**src/rtl/vslc_led_shifter.sv**
```systemverilog
// rtl/vslc_led_shifter.sv - serialises the core LED byte onto a 74HC595-style SER/SRCLK/RCLK chain
module vslc_led_shifter #(
  parameter int CLK_DIV   = 4,
  parameter bit MSB_FIRST = 1'b1
) (
  input  logic       clk,
  input  logic       rst_n,
  input  logic [7:0] led_in,
  input  logic       strobe,
  output logic       ser,
  output logic       srclk,
  output logic       rclk,
  output logic       busy,
  output logic [7:0] shown
);

  typedef enum logic [1:0] {
    IDLE     = 2'd0,
    SHIFT_LO = 2'd1,
    SHIFT_HI = 2'd2,
    LATCH    = 2'd3
  } state_t;

  localparam logic [7:0] DIV_LAST = 8'(CLK_DIV - 1);

  state_t     state_q, state_d;
  logic [7:0] div_q, div_d;
  logic [2:0] bit_q, bit_d;
  logic [7:0] data_q, data_d;
  logic       pend_q, pend_d;
  logic [7:0] pend_data_q, pend_data_d;
  logic [7:0] shown_q, shown_d;
  logic       ser_q, ser_d;
  logic       srclk_q, srclk_d;
  logic       rclk_q, rclk_d;
  logic       busy_q, busy_d;
  logic       div_done;
  logic [2:0] bit_idx;

  assign ser   = ser_q;
  assign srclk = srclk_q;
  assign rclk  = rclk_q;
  assign busy  = busy_q;
  assign shown = shown_q;

  // Next-state, buffering and registered-output decode for the transfer sequencer
  always_comb begin
    state_d     = state_q;
    div_d       = div_q;
    bit_d       = bit_q;
    data_d      = data_q;
    pend_d      = pend_q;
    pend_data_d = pend_data_q;
    shown_d     = shown_q;
    ser_d       = ser_q;
    srclk_d     = 1'b0;
    rclk_d      = 1'b0;
    busy_d      = 1'b0;
    bit_idx     = 3'd0;
    div_done    = (div_q == DIV_LAST);

    // Strobes outside IDLE park in the pending slot; the newest one wins.
    if (strobe && state_q != IDLE) begin
      pend_d      = 1'b1;
      pend_data_d = led_in;
    end

    case (state_q)
      IDLE: begin
        if (strobe || pend_q) begin
          // A fresh strobe beats an older pending value and discards it.
          data_d  = strobe ? led_in : pend_data_q;
          pend_d  = 1'b0;
          div_d   = 8'd0;
          bit_d   = 3'd0;
          state_d = SHIFT_LO;
        end
      end
      SHIFT_LO: begin
        if (div_done) begin
          div_d   = 8'd0;
          state_d = SHIFT_HI;
        end else begin
          div_d = div_q + 8'd1;
        end
      end
      SHIFT_HI: begin
        if (div_done) begin
          div_d = 8'd0;
          if (bit_q == 3'd7) begin
            state_d = LATCH;
          end else begin
            bit_d   = bit_q + 3'd1;
            state_d = SHIFT_LO;
          end
        end else begin
          div_d = div_q + 8'd1;
        end
      end
      LATCH: begin
        if (div_done) begin
          div_d   = 8'd0;
          shown_d = data_q;
          state_d = IDLE;
        end else begin
          div_d = div_q + 8'd1;
        end
      end
      default: state_d = IDLE;
    endcase

    // Outputs are decoded from the next state so they register in step with it.
    busy_d = (state_d != IDLE);
    case (state_d)
      IDLE:     ser_d = 1'b0;
      SHIFT_LO: begin
        // ser only moves on entry to SHIFT_LO, keeping it stable around each SRCLK rise.
        if (state_q != SHIFT_LO) begin
          bit_idx = MSB_FIRST ? (3'd7 - bit_d) : bit_d;
          ser_d   = data_d[bit_idx];
        end
      end
      SHIFT_HI: srclk_d = 1'b1;
      LATCH: begin
        rclk_d = 1'b1;
        ser_d  = 1'b0;
      end
      default: ser_d = 1'b0;
    endcase
  end

  // State, counters, buffers and registered outputs; reset drops everything immediately
  always_ff @(posedge clk or negedge rst_n) begin
    if (!rst_n) begin
      state_q     <= IDLE;
      div_q       <= 8'd0;
      bit_q       <= 3'd0;
      data_q      <= 8'h00;
      pend_q      <= 1'b0;
      pend_data_q <= 8'h00;
      shown_q     <= 8'h00;
      ser_q       <= 1'b0;
      srclk_q     <= 1'b0;
      rclk_q      <= 1'b0;
      busy_q      <= 1'b0;
    end else begin
      state_q     <= state_d;
      div_q       <= div_d;
      bit_q       <= bit_d;
      data_q      <= data_d;
      pend_q      <= pend_d;
      pend_data_q <= pend_data_d;
      shown_q     <= shown_d;
      ser_q       <= ser_d;
      srclk_q     <= srclk_d;
      rclk_q      <= rclk_d;
      busy_q      <= busy_d;
    end
  end

endmodule

```
**config.mk**
```make
export PLATFORM = sky130hd
export DESIGN_NAME = vslc_led_shifter
export DESIGN_NICKNAME = d
export VERILOG_FILES = /design/src/rtl/vslc_led_shifter.sv
export SDC_FILE = /design/constraint.sdc
export NUM_CORES = 1
export LEC_CHECK = 0
export CELL_PAD_IN_SITES_DETAIL_PLACEMENT = 1
export CELL_PAD_IN_SITES_GLOBAL_PLACEMENT = 1
export CORE_ASPECT_RATIO = 1.25
export CORE_MARGIN = 2
export CORE_UTILIZATION = 31
export CTS_BUF_LIST = sky130_fd_sc_hd__clkbuf_2 sky130_fd_sc_hd__clkbuf_4 sky130_fd_sc_hd__clkbuf_8
export CTS_CLUSTER_SIZE = 24
export DETAILED_ROUTE_END_ITERATION = 7
export GPL_ROUTABILITY_DRIVEN = 0
export MAX_ROUTING_LAYER = met4
export PLACE_DENSITY = 0.63
export SLEW_MARGIN = 20
export SYNTH_ARGS = -nofsm -noshare
export SYNTH_HDL_FRONTEND = slang
export SYNTH_SLANG_ARGS = --single-unit
```
**constraint.sdc**
```tcl
create_clock -name clk -period 2.75 [get_ports clk]
set_clock_uncertainty 0.15 [all_clocks]
set_input_delay 0.55 -clock clk [delete_from_list [all_inputs] [get_ports clk]]
set_output_delay 0.55 -clock clk [all_outputs]
set_load 0.02 [all_outputs]
```
==> out/results.ini <==
[run_status]
status = completed

[yosys]
syn_area_um2 = 1970
yosysMostFrequentCell = dfrtp_1
synthDistinctLibCells = 31
synth.ff_latch_count = 42
synthTopCellsByArea = dfrtp_1 53%, mux2_2 9.1%, mux2i_1 5.6%
synth_top_cell_area_share_pct = 53.4
yosys.area.top_type = dfrtp_1
synth_common_cells = 42 x dfrtp_1, 16 x mux2_2, 15 x o21ai_0
async_reset_ff_share_pct = 100
syn_inst = 169
synth-seq-area-share_pct = 53.4
synthFlopType = dfrtp_1
syn_area_per_cell_um2 = 11.7
syn_nets = 186
yosysWarnings = 0
synth-edff-count = 0

[placement]
dp_hpwl_mm = 3.34
placed_area_um2 = 2400
portBuffers = 22

[power_and_ir_drop]
swShare_pct = 37.0
switchingPower_uw = 890
totalPowerFinal_uw = 2410
power_density_nw_per_um2 = 960
sequentialPowerShare_pct = 41.7
leakage_uw = 0.00110
combPwrFrac_pct = 41.0
irDropWorstVdd_uv = 378
pwr-share-clk_pct = 17.2
p_int_uw = 1520

[worst_setup_path]
critPathRequiredTime_ns = 2.80
cpMaxStageDelayCell = or3b_2
worstPathMaxFanout = 4
cp_slowest_stage_delay_ns = 0.48
crit_path_start_kind = flip-flop
endpoint_kind = flip-flop
path_cells = ha_2 > nor3b_4 > buf_4 > nand3_1 > o21a_1 > ha_1 > or3b_2 > o41ai_2
path_class = reg -> reg
arrival_ns = 2.65

[timing]
hold_viol_final = 0
drv_slew = 0
fin_crit_sh_pct = 94.6
finalSetupViolations = 0
slew_headroom_pct = 37.7
min_period_ns = 2.60
max_freq_ghz = 0.384
tightest_slew_ns = 0.934

[layout]
nFillCells = 690
fin_nets = 228
antenna_cells = 0
area_growth_pct = 27.4
drive_above_1_share_pct = 25.0
design_area_um2 = 2510

[job]
drv_cap = 0

[floorplan]
fp.coreArea_um2 = 6170
fp.dieW_um = 75.3
io_pins = 23
die_h_um = 93.1
start_util_pct = 31.9
rows = 32
dieArea_um2 = 7010

[detailed_routing]
drt-total-wl_mm = 4.34
drtPass1Iterations = 4
detail-route-antenna-nets = 0
drt_iter0_drc = 59
post_drt_wl_per_cell_um = 14.6
vias = 1449
drc = 0
via_per_inst = 4.88

[grt]
grt.total_usage_pct = 14.8
antenna_found_initial = 0
first_global_vias = 1619
grt_pass1_wl_mm = 7.60
grt_max_degree = 43
grt-ovfl-total = 0

[clocking]
cts.sinks = 42
clk_pin_slew_worst_paths_ns = 0.08
root_buffer = clkbuf_8
cts_setup_buffers = 0
cts_tree = yes
clkLatencyLatePin_ns = 0.30
cts.path.max_buffers = 2
htree_levels = 2
cts_buffers = 5

[worst_hold_path]
hold_class = in -> async

[what timing repair did]
| action | 4_1_cts | 5_1_grt |
|---|---|---|
| hold buffers | 0 | 0 |
| resized for setup | 0 | 4 |
| hold endpoints to repair | 0 | 0 |
| setup endpoints to repair | 0 | 1 |
[final cells by class]
| cell class | count | area [um^2] | share of cell area (%) |
|---|---|---|---|
| multi-input combinational | 120 | 906 | 36.1 |
| inverter | 4 | 15.0 | 0.599 |
| clock inverter | 2 | 12.5 | 0.499 |
| sequential | 42 | 1050 | 41.9 |
| timing repair buffer | 38 | 335 | 13.4 |
| tap | 85 | 106 | 4.24 |
| clock buffer | 6 | 82.6 | 3.29 |
[registers in the layout, indices dropped and copies added (netlist names)]
| signal | count |
|---|---|
| bit_q | 3 |
| busy | 1 |
| rclk | 1 |
| ser | 1 |
| data_q | 8 |
| div_q | 8 |
| pend_data_q | 8 |
| state_q | 2 |
| pend_q | 1 |
| shown | 8 |
| srclk | 1 |
[cells by family after synthesis]
family / Yosys count / share of synthesized area (%)
simple gates: 46 / 13.1
mux: 28 / 15.9
fa+ha+maj: 6 / 3.81
buf+inv: 7 / 1.65
compound gates: 37 / 10.9
flops: 42 / 53.4
xor+xnor: 3 / 1.33
[placed cells by master (no fill, tap or decap), types with 2 or more instances in the layout]
master	count
a211oi_1	4
a21oi_1	13
and3_1	2
and3_2	2
buf_4	16
clkbuf_8	6
clkdlybuf4s50_1	21
dfrtp_1	42
ha_1	5
inv_1	4
mux2_2	16
mux2i_1	11
nand2_1	13
nand3_1	5
nor2_1	12
nor2b_1	3
o21ai_0	15
or2_2	2
xor2_1	2
[path summary, 6_finish.rpt]
path	start	end	slack, ns	cells after the start
max	div_q[0]	ser	0.15	8
min	rst_n	srclk	0.24	1
max reg2reg	div_q[0]	ser	0.15	8
min reg2reg	shown[3]	shown[3]	0.35	1
max in group asynchronous	rst_n	shown[3]	1.63	1
min in group clk	shown[3]	shown[3]	0.35	1
[metal layers]
layer  vias up  wire length (um)  GRT usage [%]
li1        691                 -              -
met1       727              1640           15.3
met2        24              2490           26.6
met3         7               127           3.23
met4         0                74           5.26
met5         -                 0              -
[power by group through the flow]
stage	clock, uW	sequential, uW	combinational (uW)
3_5_place_dp	0	1010	973
2_1_floorplan	0	1010	569
4_1_cts	435	1000	980
5_1_grt	463	1040	1110
3_3_place_gp	0	998	931
6_report	414	1000	988
[critical path: cells and delay by family, from the launching register on]
kind | cells | cell delay, ns
adders and majority gates | 2 | 0.54
buffers and inverters | 1 | 0.17
AOI/OAI and AO/OA | 2 | 0.48
and+or+nand+nor | 3 | 0.77
DFF | 1 | 0.39
[per-stage QoR]
stage / utilization (%) / worst slack, ns / TNS (ns) / instances / hold WS (ns)
after floorplan: - / 0.0329 / 0 / 169 / 0.104
after global placement: 38.9 / -0.0602 / -0.0602 / 289 / 0.336
after detailed placement: 38.9 / -0.144 / -0.144 / 289 / 0.343
after CTS: 40.4 / 0.0490 / 0 / 297 / 0.277
after global routing: 40.7 / -0.0103 / -0.0103 / 297 / 0.316
final: 40.7 / 0.147 / 0 / 297 / 0.242
No activity file was read; power rests on OpenSTA's default activity.
